## config.mk

```make
export PLATFORM = sky130hd
export DESIGN_NAME = pipe_drawer
export DESIGN_NICKNAME = d
export VERILOG_FILES = /design/src/rtl/pipe_drawer.sv
export SDC_FILE = /design/constraint.sdc
export NUM_CORES = 1
export LEC_CHECK = 0
export CAP_MARGIN = 20
export CORE_UTILIZATION = 30
export DETAILED_ROUTE_END_ITERATION = 6
export PLACE_DENSITY_LB_ADDON = 0.15
export SLEW_MARGIN = 20
export SYNTH_ARGS = -nofsm -noshare
export SYNTH_HDL_FRONTEND = slang
export SYNTH_SLANG_ARGS = --single-unit
```

## constraint.sdc

```tcl
create_clock -name CLOCK_50 -period 3.84 [get_ports CLOCK_50]
set_input_delay 0.768 -clock CLOCK_50 [delete_from_list [all_inputs] [get_ports CLOCK_50]]
set_output_delay 0.768 -clock CLOCK_50 [all_outputs]
set_load 0.01 [all_outputs]
```

## src/rtl/pipe_drawer.sv

```systemverilog
// Rasterises one pipe column strip into the VGA adapter's pixel port: erases the
// previously drawn strip, then draws the new one, one pixel per clock.
module pipe_drawer #(
  parameter int SCREEN_W = 160,
  parameter int SCREEN_H = 120,
  parameter int PIPE_W = 4,
  parameter int GAP_H = 20,
  parameter logic [2:0] PIPE_COLOUR = 3'b010,
  parameter logic [2:0] BG_COLOUR = 3'b000
) (
  input  logic       CLOCK_50,
  input  logic       reset,
  input  logic [7:0] pipe_x,
  input  logic [6:0] pipe_y,
  input  logic       draw_req,
  output logic [7:0] vga_x,
  output logic [6:0] vga_y,
  output logic [2:0] colour,
  output logic       plot,
  output logic       busy,
  output logic       done
);

  localparam int CW = (PIPE_W > 1) ? $clog2(PIPE_W) : 1;

  typedef enum logic [1:0] {S_IDLE, S_ERASE, S_DRAW, S_DONE} state_t;

  state_t r_state, w_next;

  // Erase always covers the full column height, so only the old column is kept.
  logic [7:0]    r_newX, r_oldX;
  logic [6:0]    r_newY;
  logic          r_oldValid;
  logic [CW-1:0] r_col;
  logic [6:0]    r_row;

  logic       w_lastPix;
  logic [7:0] w_baseX;
  logic [8:0] w_colSum;
  logic [7:0] w_gapEnd;
  logic       w_inGap;
  logic [2:0] w_pixColour;

  assign w_lastPix   = (r_col == CW'(PIPE_W - 1)) && (r_row == 7'(SCREEN_H - 1));
  assign w_baseX     = (r_state == S_ERASE) ? r_oldX : r_newX;
  assign w_colSum    = {1'b0, w_baseX} + 9'(r_col);
  assign w_gapEnd    = {1'b0, r_newY} + 8'(GAP_H);
  assign w_inGap     = (r_row >= r_newY) && ({1'b0, r_row} < w_gapEnd);
  assign w_pixColour = ((r_state == S_ERASE) || w_inGap) ? BG_COLOUR : PIPE_COLOUR;

  always_ff @(posedge CLOCK_50 or posedge reset) begin
    if (reset) r_state <= S_IDLE;
    else       r_state <= w_next;
  end

  always_comb begin
    w_next = r_state;
    case (r_state)
      S_IDLE:  if (draw_req) w_next = r_oldValid ? S_ERASE : S_DRAW;
      S_ERASE: if (w_lastPix) w_next = S_DRAW;
      S_DRAW:  if (w_lastPix) w_next = S_DONE;
      S_DONE:  w_next = S_IDLE;
      default: w_next = S_IDLE;
    endcase
  end

  // Column-outer, row-inner scan counter; restarts at the phase boundary.
  always_ff @(posedge CLOCK_50 or posedge reset) begin
    if (reset) begin
      r_col <= '0;
      r_row <= '0;
    end else if ((r_state == S_ERASE) || (r_state == S_DRAW)) begin
      if (w_lastPix) begin
        r_col <= '0;
        r_row <= '0;
      end else if (r_row == 7'(SCREEN_H - 1)) begin
        r_col <= r_col + 1'b1;
        r_row <= '0;
      end else begin
        r_row <= r_row + 1'b1;
      end
    end else begin
      r_col <= '0;
      r_row <= '0;
    end
  end

  always_ff @(posedge CLOCK_50 or posedge reset) begin
    if (reset) begin
      vga_x      <= '0;
      vga_y      <= '0;
      colour     <= '0;
      plot       <= 1'b0;
      busy       <= 1'b0;
      done       <= 1'b0;
      r_newX     <= '0;
      r_newY     <= '0;
      r_oldX     <= '0;
      r_oldValid <= 1'b0;
    end else begin
      case (r_state)
        S_IDLE: begin
          plot <= 1'b0;
          done <= 1'b0;
          if (draw_req) begin
            r_newX <= pipe_x;
            r_newY <= pipe_y;
            busy   <= 1'b1;
          end
        end
        S_ERASE, S_DRAW: begin
          vga_x  <= w_colSum[7:0];
          vga_y  <= r_row;
          colour <= w_pixColour;
          plot   <= (w_colSum < 9'(SCREEN_W));
        end
        S_DONE: begin
          plot       <= 1'b0;
          done       <= 1'b1;
          busy       <= 1'b0;
          r_oldX     <= r_newX;
          r_oldValid <= 1'b1;
        end
        default: plot <= 1'b0;
      endcase
    end
  end

endmodule
```

* Yosys cells after proc, flatten, opt, wreduce, memory -nomap -nowiden
Index checks and enable logic that the tools add are counted.
Cells by class: add/subtract/negate cells 4, magnitude comparators 3, equality and inequality tests 9, muxes and demuxes 17, reductions and logical operators 11
Operator list (count):
- 2-to-1 mux 7 bit | 3
- 2-to-1 mux 2 bit | 8
- adder 8 x 2 -> 9 bit | 1
- less-than comparator 9 x 8 -> 1 bit, second input constant | 1
- adder 7 x 5 -> 8 bit, second input constant | 1
- less-than comparator 7 x 8 -> 1 bit | 1
- 2-to-1 mux 8 bit | 1
- case mux 2 bit (4 select lines) | 1
- adder 7 x 1 -> 7 bit, second input constant | 1
- equality test 7 bit, second input constant | 1
- >= comparator 7 bit | 1
- equality test 2 bit, second input constant | 3
- inequality test 2 bit, second input constant | 3
- case mux 1 bit (2 select lines) | 3
- AND reduction 2 bit | 2
- OR reduction 2 bit | 2
- inequality test 3 bit, second input constant | 1
- AND reduction 3 bit | 1
- adder 2 x 1 -> 2 bit, second input constant | 1
- equality test 2 x 1 -> 1 bit, second input constant | 1
- logical AND 1 bit | 2
- zero test 2 bit | 1
- logical OR 1 bit | 2
- nonzero test 2 bit | 1
- 2-to-1 mux 1 bit | 1
Word-level totals: bits in registers 56, bits of input ports 18, output and inout port bits 21

* Logic depth before layout (Yosys ltp)
depth in word-level cells 5, gate-level depth with buffers 11, depth with buffers taken out 9

* Worst setup path before layout
Ideal clock, no wire load.
path kind reg-to-reg, from reg r_state[1], to reg plot, arrival time 2.629 ns, data required time 3.775 ns, setup slack 1.145 ns, cell stages (with the launch flop) 12, cell sequence dfrtp_1 inv_1 ha_1 buf_6 buf_6 mux2_2 ha_1 fa_1 and4b_1 or3_1 mux2i_1 o211a_1
Between the ends: cells in the longest elaborated chain, start to end 5
Ends and longest elaborated chain:
- from (decl) | RTL line 28 | state_t r_state, w_next;
- from (signal assigned) | RTL line 53 | else r_state <= w_next;
- equality test 2 x 1 -> 1 bit | RTL line 45, 101
- 2-to-1 mux 8 bit | RTL line 45 | assign w_baseX = (r_state == S_ERASE) ? r_oldX : r_newX;
- adder 8 x 2 -> 9 bit | RTL line 46 | assign w_colSum = {1'b0, w_baseX} + 9'(r_col);
- less-than comparator 9 x 8 -> 1 bit | RTL line 115 | plot <= (w_colSum < 9'(SCREEN_W));
- case mux 1 bit (2 select lines) (*) | RTL line 101 | case (r_state)
- to (signal assigned) | RTL line 115
- to (decl) | RTL line 19 | output logic plot,
Mark *: on every way between the ends. The rest lies on a longest branch, timed or not. A chain may end at the register's enable or synchronous reset.

* Final worst setup path
Ends and elaborated chain as after synthesis.

==> qor.yml <==
async_reset_ff_share_pct: 100.0
worstSetupPathType: "register to register"
tightestPinTransition_ns: 0.6941
boundaryPins: 39
postCtsHoldBufs: 0
fillers: 975
syn_to_final_growth_pct: 20.50
rsz0062_at_grt: "no"
firstDrtPassIters: 4
start_util_pct: 31.27
synth.avg_cell_area_um2: 12.16
worstHoldPathType: "register to register"
path_cells: "inv_1 -> ha_1 -> buf_4 -> mux2_2 -> fa_1 -> and4b_1 -> or3_1 -> mux2i_1 -> o211a_1"
coreArea_mm2: 0.009371
fin_ws_ns: 1.023
status: "finished, final reports clean"
worst-path-buf-inv: 2
drc_errors: 0
p_seq_share_pct: 57.9
ys_seq_area_share_pct: 46.11
p_sw_w: 0.0002017
pre_cts_ws_ns: 1.024
p_leak_nw: 1.647
p_clk_share_pct: 39.0
worst_ep_required_time_ns: 4.10
overflow: 0
tritoncts: "done"
p_sw_share_pct: 20.58
wire_per_inst_um: 14.01
crit_path_max_fanout: 14
cts_resized: 0
irDropWorstVdd_mv: 0.1452
vias_per_cell: 4.655
place_inst: 401
yosys_warnings: 0
synth_cell_types: 52
synth-xor-area-share_pct: 3.288
seqCellArea_mm2: 0.001351
drt-total-wl_um: 5731
finalSetupTns_ns: 0
die-area_mm2: 0.01017
place_congestion: 0.7618
grt_start_max_net_pins: 41
stdcell_count: 409
drive_above_1_share_pct: 20.71
die_y_um: 100.8
slowest_stage: "fa_1"
critPathTopFamily: "adder cells"
power_frac_comb_pct: 3.0
port_buffers: 36
yosys_register_bits: 54
numCtsBuffers: 5
synthesis.area_mm2: 0.002930
ant_nets: 0
track_usage_pct: 12.64
ctsHtreeMaxLevel: 2
hold_viol_final: 0
max_cap_violations: 0
vias: 1904
rows: 35
clock-sinks: 54
dpl.hpwl_um: 4305
max_freq_ghz: 0.3549
cts.clk_slew.worst_paths_ns: 0.10
whs_ns: 0.5038
insertion_delay_ns: 0.31
syn_inst: 241
synth-simple-area-share_pct: 9.522
setup_viol: 0
powerDensity_mw_per_mm2: 277.7
drv_slew: 0
die_w_um: 100.8
nets: 319
cp_slowest_stage_delay_ns: 0.50
internal_power_w: 0.0007787
cts_buffer_depth: 2
synthFlopType: "dfrtp_1"
finalCritPeriodShare_pct: 73.37
grt_antenna_before_repair: 0
cts_root_buf: "clkbuf_8"
multi_input_area_mm2: 0.001469
synth_top_family_by_area: "multiplexers"
muxShareOfSynthArea_pct: 19.51
synth_edf_count: 0
slew_headroom_pct: 53.61
synth_compound_area_share_pct: 7.899
end_kind: "register"
grt_pass1_wl_um: 9798
layout_min_cycle_time_ns: 2.817
synth-adder-area-share_pct: 9.650
postCtsSetupBuffers: 0
worstPathArrival_ns: 3.07
diodes: 0
grt_pass1_vias: 1897
drt_iter0_drc: 62
cp-start-kind: "register"
skew_ns: 0.006265
power by group through the flow:
stage                     combinational, W  clock [W]  sequential [W]
after floorplan                  0.0000108          0        0.000579
after global placement           0.0000318          0        0.000579
after detailed placement         0.0000319          0        0.000579
after CTS                        0.0000317   0.000401        0.000568
after global routing             0.0000342   0.000424        0.000568
final                            0.0000299   0.000382        0.000568
layout by cell type (no fill, tap or decap), drive strengths merged, types with 3 or more instances in the layout:
| cell | Yosys | routed |
|---|---|---|
| xor2 | 4 | 4 |
| a21oi | 5 | 5 |
| nor2b | 3 | 3 |
| nor2 | 12 | 12 |
| xnor2 | 7 | 7 |
| dfrtp | 54 | 54 |
| buf | 6 | 3 |
| clkdlybuf4s50 | 0 | 36 |
| nand4 | 3 | 3 |
| nand3 | 6 | 6 |
| ha | 21 | 21 |
| mux2i | 11 | 11 |
| and3 | 3 | 3 |
| a31oi | 3 | 3 |
| nand2 | 8 | 8 |
| o21ai | 5 | 5 |
| inv | 14 | 14 |
| clkbuf | 3 | 6 |
| mux2 | 40 | 40 |
registers in the layout, summed over array words and instances (netlist names):
| name | cells |
|---|---|
| done | 1 |
| r_col | 2 |
| r_row | 7 |
| colour | 1 |
| vga_y | 7 |
| vga_x | 8 |
| r_newY | 7 |
| plot | 1 |
| busy | 1 |
| r_oldValid | 1 |
| r_oldX | 8 |
| r_state | 2 |
| r_newX | 8 |
final cells by class:
type                    instances  area share [%]
flip-flops and latches         54           38.27
clock buffers                   6           2.055
well taps                     129           4.571
multi-input cells             164           41.60
inverters                      15           1.595
clock inverters                 2           1.063
repair buffers                 39           10.84
per-stage QoR:
| step | cell area (µm²) | total power (W) | util [%] |
|---|---|---|---|
| 4_1_cts | 3531 | 0.001001 | 37.68 |
| 5_1_grt | 3531 | 0.001026 | 37.68 |
| 2_1_floorplan | 2934 | 0.0005903 | - |
| 3_5_place_dp | 3421 | 0.0006113 | 36.50 |
| 6_report | 3531 | 0.0009804 | 37.68 |
| 3_3_place_gp | 3421 | 0.0006112 | 36.50 |
logic make-up (layout without fill, tap and decap cells):
group | count (synthesis) | after routing
AO/OA/AOI/OAI | 29 | 29
XOR/XNOR | 11 | 11
adder cells (fa/ha/maj) | 22 | 22
buffers and inverters | 24 | 62
flip-flops | 54 | 54
multiplexers | 51 | 51
other | 1 | 2
AND/OR/NAND/NOR | 49 | 49
synthesized netlist by cell type, types with 4 or more instances:
master,instances,area (µm²)
nand2_1,8,30.03
mux2i_1,9,90.09
xor2_1,4,35.03
nor2_1,12,45.04
a21oi_1,5,25.02
dfrtp_1,54,1351
ha_1,21,262.8
xnor2_1,7,61.31
inv_1,14,52.55
mux2_2,39,439.2
nand3_1,6,30.03
o21ai_0,5,25.02
tightest hold or removal path: cells and delay by family (launching register included):
family,cells,cell delay (ns)
AOI/OAI and AO/OA,1,0.06
DFF,1,0.36
and+or+nand+nor,1,0.06
per-layer routing:
| metal | track usage [%] | share of wire, % |
|---|---|---|
| met1 | 18.71 | 52 |
| met2 | 18.55 | 44 |
| met3 | 2.566 | 2.6 |
| met4 | 3.679 | 1.2 |
| met5 | 0 | 0 |
path summary, 6_finish.rpt:
kind	startpoint	endpoint	slack [ns]	cells after the start
max	r_state[1]	plot	1.02	9
min	vga_x[7]	vga_x[7]	0.50	2
max reg2reg	r_state[1]	plot	1.02	9
min reg2reg	vga_x[7]	vga_x[7]	0.50	2
max in group asynchronous	reset	r_state[0]	2.30	3
min in group asynchronous	reset	vga_y[6]	0.72	2
No activity file was read; power rests on OpenSTA's default activity.
